[src/rtl/uart_tx_arb_pkg.sv]
// Shared types and limits for the uart_tx arbiter.
package uart_tx_arb_pkg;

    localparam int unsigned NUM_REQ_MAX = 8;

    typedef enum logic [1:0] {
        IDLE      = 2'd0,
        ISSUE     = 2'd1,
        WAIT_DONE = 2'd2,
        DRAIN     = 2'd3
    } arb_state_e;

endpackage

[src/rtl/uart_tx_arbiter_rr_picker.sv]
// Combinational round-robin picker: the first set request after last_i,
// wrapping modulo N.
module rr_picker #(
    parameter int unsigned N   = 4,
    parameter int unsigned IDW = $clog2(N)
) (
    input  logic [N-1:0]   req_i,
    input  logic [IDW-1:0] last_i,
    output logic [IDW-1:0] winner_o,
    output logic           found_o
);

    logic [IDW-1:0] idx;

    always_comb begin
        winner_o = '0;
        found_o  = 1'b0;
        idx      = '0;
        for (int unsigned off = 1; off <= N; off++) begin
            idx = IDW'((32'(last_i) + off) % N);
            if (!found_o && req_i[idx]) begin
                found_o  = 1'b1;
                winner_o = idx;
            end
        end
    end

endmodule

[src/rtl/uart_tx_arbiter.sv]
// Round-robin arbiter sharing one uart_tx among NUM_REQ byte requesters.
// Define UART_TX_ARB_LOCK_EN to add the req_lock port and packet locking.
module uart_tx_arbiter
    import uart_tx_arb_pkg::*;
#(
    parameter int unsigned NUM_REQ = 4
) (
    input  logic                       clk,
    input  logic                       reset,
    input  logic [NUM_REQ-1:0]         req_valid,
    input  logic [8*NUM_REQ-1:0]       req_byte,
    output logic [NUM_REQ-1:0]         req_ready,
`ifdef UART_TX_ARB_LOCK_EN
    input  logic [NUM_REQ-1:0]         req_lock,
`endif
    output logic                       tx_dv,
    output logic [7:0]                 tx_byte,
    input  logic                       tx_active,
    input  logic                       tx_done,
    output logic [$clog2(NUM_REQ)-1:0] grant_id,
    output logic                       busy
);

    localparam int unsigned IDW = $clog2(NUM_REQ);

    if (NUM_REQ < 2 || NUM_REQ > NUM_REQ_MAX) begin : g_bad_num_req
        $error("uart_tx_arbiter: NUM_REQ out of range");
    end

    arb_state_e           state_q, state_d;
    logic [IDW-1:0]       last_grant_q, last_grant_d;
    logic [IDW-1:0]       grant_id_q, grant_id_d;
    logic [7:0]           tx_byte_q, tx_byte_d;
    logic [NUM_REQ-1:0]   accept_oh;
    logic [NUM_REQ-1:0]   eligible;
    logic [IDW-1:0]       pick;
    logic                 found;

`ifdef UART_TX_ARB_LOCK_EN
    logic lock_q, lock_d;
    logic [NUM_REQ-1:0] lock_mask;

    // While locked, only the last granted requester may compete.
    always_comb begin
        lock_mask               = '0;
        lock_mask[last_grant_q] = 1'b1;
        eligible                = lock_q ? (req_valid & lock_mask) : req_valid;
    end
`else
    assign eligible = req_valid;
`endif

    rr_picker #(
        .N   (NUM_REQ),
        .IDW (IDW)
    ) u_picker (
        .req_i    (eligible),
        .last_i   (last_grant_q),
        .winner_o (pick),
        .found_o  (found)
    );

    always_comb begin
        state_d      = state_q;
        last_grant_d = last_grant_q;
        grant_id_d   = grant_id_q;
        tx_byte_d    = tx_byte_q;
        accept_oh    = '0;
`ifdef UART_TX_ARB_LOCK_EN
        lock_d = lock_q;
        if (lock_q && !req_valid[last_grant_q] && !req_lock[last_grant_q]) begin
            lock_d = 1'b0;
        end
`endif
        unique case (state_q)
            IDLE: begin
                if (found && !tx_active) begin
                    accept_oh[pick] = 1'b1;
                    tx_byte_d       = req_byte[{pick, 3'b000} +: 8];
                    grant_id_d      = pick;
                    last_grant_d    = pick;
                    state_d         = ISSUE;
`ifdef UART_TX_ARB_LOCK_EN
                    lock_d = req_lock[pick];
`endif
                end
            end
            ISSUE:     state_d = WAIT_DONE;
            WAIT_DONE: if (tx_done) state_d = DRAIN;
            DRAIN:     if (!tx_done && !tx_active) state_d = IDLE;
            default:   state_d = IDLE;
        endcase
    end

    always_ff @(posedge clk or posedge reset) begin
        if (reset) begin
            state_q      <= IDLE;
            last_grant_q <= IDW'(NUM_REQ - 1);
            grant_id_q   <= '0;
            tx_byte_q    <= '0;
        end else begin
            state_q      <= state_d;
            last_grant_q <= last_grant_d;
            grant_id_q   <= grant_id_d;
            tx_byte_q    <= tx_byte_d;
        end
    end

`ifdef UART_TX_ARB_LOCK_EN
    always_ff @(posedge clk or posedge reset) begin
        if (reset) lock_q <= 1'b0;
        else       lock_q <= lock_d;
    end
`endif

    // Acceptance is decoded from IDLE, which is also the reset state, so it is
    // masked by reset to keep req_ready quiet while reset is held.
    assign req_ready = accept_oh & {NUM_REQ{~reset}};
    assign tx_dv     = (state_q == ISSUE);
    assign tx_byte   = tx_byte_q;
    assign grant_id  = grant_id_q;
    assign busy      = (state_q != IDLE);

endmodule

[config.mk]
export PLATFORM = sky130hd
export DESIGN_NAME = uart_tx_arbiter
export DESIGN_NICKNAME = d
export VERILOG_FILES = /design/src/rtl/uart_tx_arb_pkg.sv /design/src/rtl/uart_tx_arbiter_rr_picker.sv /design/src/rtl/uart_tx_arbiter.sv
export SDC_FILE = /design/constraint.sdc
export NUM_CORES = 1
export LEC_CHECK = 0
export BUFFER_PORTS_ARGS = -buffer_cell sky130_fd_sc_hd__buf_2
export CAP_MARGIN = 40
export CELL_PAD_IN_SITES_DETAIL_PLACEMENT = 1
export CELL_PAD_IN_SITES_GLOBAL_PLACEMENT = 1
export CORE_MARGIN = 1
export CORE_UTILIZATION = 32
export DETAILED_ROUTE_END_ITERATION = 8
export MAX_ROUTING_LAYER = met4
export PLACE_DENSITY = 0.81
export SYNTH_ARGS = -nofsm -noshare
export SYNTH_HDL_FRONTEND = slang
export SYNTH_HIERARCHICAL = 1
export SYNTH_SLANG_ARGS = --single-unit
[constraint.sdc]
create_clock -name clk -period 2.8 [get_ports clk]
set_input_delay 0.84 -clock clk [delete_from_list [all_inputs] [get_ports clk]]
set_output_delay 0.84 -clock clk [all_outputs]
set_load 0.03 [all_outputs]
==> impl_metrics.tcl <==
set metrics [dict create \
    wl_per_cell_um 17.7 \
    hold_viol 0 \
    grt_usage_pct 20.0 \
    diodes 0 \
    ctsHoldBuffers 0 \
    violations "negative setup slack" \
    avgSynthCellArea_um2 13.0 \
    cp_slowest_cell "nor4bb_4" \
    place.gp.congestion 0.736 \
    cpMostUsedCell "buf_6" \
    synth.top_cell.area_share_pct 31.7 \
    drt-total-wl_mm 3.14 \
    core_mm2 0.00278 \
    area_growth_pct 63.6 \
    synth_area_leaders "dfrtp_1 32%, mux2_2 13%, mux4_2 12%" \
    hold_path_depth 2 \
    yosysWarnings 6 \
    clkSinkCount 14 \
    tightest_slew_ns 0.567 \
    path_cells "buf_6 -> and2b_1 -> a21oi_2 -> o221ai_2 -> nor4bb_4 -> buf_6" \
    finalInstanceArea_mm2 0.00155 \
    power_density_mw_per_mm2 995 \
    grt_max_degree 17 \
    grt_overflow 0 \
    end_kind "output pin" \
    die-width_um 56.4 \
    ios 56 \
    rsz0062_at_grt "true" \
    finalCriticalPeriod_ns 2.86 \
    syn-num-nets 117 \
    reg2reg_depth 8 \
    start_util_pct 34.0 \
    cp.required_ns 1.96 \
    start_kind "primary input" \
    fin_nets 192 \
    dpl-instance-area_mm2 0.00141 \
    die_area_mm2 0.00318 \
    rows 19 \
    num_vias 909 \
    syn_area_um2 946 \
    ant_nets 0 \
    crit_path_max_fanout 3 \
    finalSetupTns_ns -0.192 \
    drc_errors 0 \
    cts-root-buf "clkbuf_4" \
    firstDrtPassIters 4 \
    die-height_um 56.4 \
    drv_slew 0 \
    io_buffer_count 55 \
    max_stage_delay_ns 0.38 \
    fin_skew_ns 0.000920 \
    max_clock_freq_mhz 350 \
    timing.final.ws_setup_ns -0.0565 \
    ys.flop_type "dfrtp_1" \
    crit_type "primary input to output pin" \
    antenna_found_initial 0 \
    grt_pass1_wl_mm 4.61 \
    hold_path.class "register to register" \
    synth-edff-count 0 \
    dp_hpwl_mm 2.18 \
    yosysTopAreaCell "dfrtp_1" \
    cts_buffer_depth 2 \
    maxCapViolCount 0 \
    ys_ff_latch 14 \
    clk_pin_slew_ns 0.09 \
    setup_viol 4 \
    numCtsBuffers 3 \
    htree_levels 1 \
    drive_gt1_share_pct 70.7 \
    synthArstFlopShare_pct 100 \
    ys_seq_area_share_pct 37.3 \
    peakVddDrop_uv 690 \
    fin_crit_sh_pct 102 \
    cp.arrival_ns 2.02 \
    dpl_worst_slack_ns -0.111 \
    power_leakage_nw 0.774 \
    synth.distinct_cells 27 \
    syn_inst 73 \
    cts_tree "yes" \
    clock_latency_ns 0.30 \
    relSlewSlack_pct 62.2 \
    status "complete, but fails checks" \
    drt_iter0_markers 23 \
    viasPerCell 5.11 \
    grt_pass1_vias 994 \
]
## where the power goes
part	switching (mW)	internal [mW]	total, mW	leakage (nW)
clock network	0.0765	0.0796	0.156	0.0210
registers	0.0784	0.319	0.398	0.164
logic	0.502	0.484	0.986	0.590
total	0.657	0.883	1.54	0.774
## final timing paths
check	slack [ns]	from	endpoint
max in group asynchronous	1.74	reset	last_grant_q[0]
setup reg to reg	0.41	last_grant_q[1]	tx_byte[1]
hold / removal	0.49	grant_id[0]	grant_id[0]
setup / recovery	-0.06	req_valid[2]	req_ready[3]
hold reg to reg	0.49	grant_id[0]	grant_id[0]
min in group asynchronous	0.69	reset	grant_id[1]
## cell usage after synthesis, types with 2 or more instances
| master | n |
|---|---|
| nand2b_1 | 4 |
| mux4_1 | 3 |
| mux2_2 | 11 |
| nor4b_1 | 2 |
| dfrtp_1 | 12 |
| ha_1 | 4 |
| nand2_1 | 5 |
| nor2_1 | 2 |
| a21oi_1 | 2 |
| mux4_2 | 5 |
| inv_1 | 6 |
| dfstp_2 | 2 |
## timing repair
action / CTS / global route
endpoints found under the setup margin: 4 / 4
buffers inserted: 1 / 6
gates resized for setup: 8 / 5
pin swaps: 4 / 4
## placed cells by master, fill, tap and decap left out, drive strengths merged, types with 2 or more instances in the layout
cell type,count
dfstp,2
dfrtp,12
a21oi,3
mux2,11
nand2b,4
buf,73
nand2,5
nor4b,2
inv,6
ha,4
nor2,2
clkbuf,4
mux4,8
## critical path, delay by kind of cell
| kind | cells | cell delay (ns) |
|---|---|---|
| AO/OA/AOI/OAI | 2 | 0.31 |
| AND/OR/NAND/NOR | 2 | 0.60 |
| buffers and inverters | 2 | 0.27 |
## per-layer routing
layer | global-route usage (%) | vias up | share of wire [%]
met2 | 36.2 | 32 | 57
met4 | 8.36 | 0 | 2.2
met3 | 5.07 | 6 | 4.5
met1 | 20.3 | 443 | 36
met5 | - | - | 0
li1 | - | 428 | -
## cell type report
type / instances / area [µm²]
multi-input combinational: 50 / 621
clock buffer: 4 / 36.3
sequential: 14 / 353
timing repair buffer: 73 / 477
inverter: 6 / 22.5
fill: 300 / 1230
tap: 31 / 38.8
## cells by family after synthesis
family,after synthesis,share of synthesized area [%]
buffers and inverters,9,4.50
adders and majority gates,4,5.29
muxes,20,34.4
and+or+nand+nor,18,11.5
DFF,14,37.3
AOI/OAI and AO/OA,8,7.01
## metrics by stage
stage	utilization, %	cells	hold WS (ns)	total power, mW
floorplan	-	73	0.460	1.02
global placement	50.7	167	0.471	1.27
detailed placement	50.7	167	0.473	1.32
CTS	53.4	172	0.495	1.51
global route	55.6	178	0.522	1.64
finish	55.6	178	0.488	1.54
## flip-flops by register name, indices dropped and copies added, names as in the netlist
| register | cells |
|---|---|
| state_q | 2 |
| last_grant_q | 2 |
| grant_id | 2 |
| tx_byte | 8 |
No activity file was read; power rests on OpenSTA's default activity.
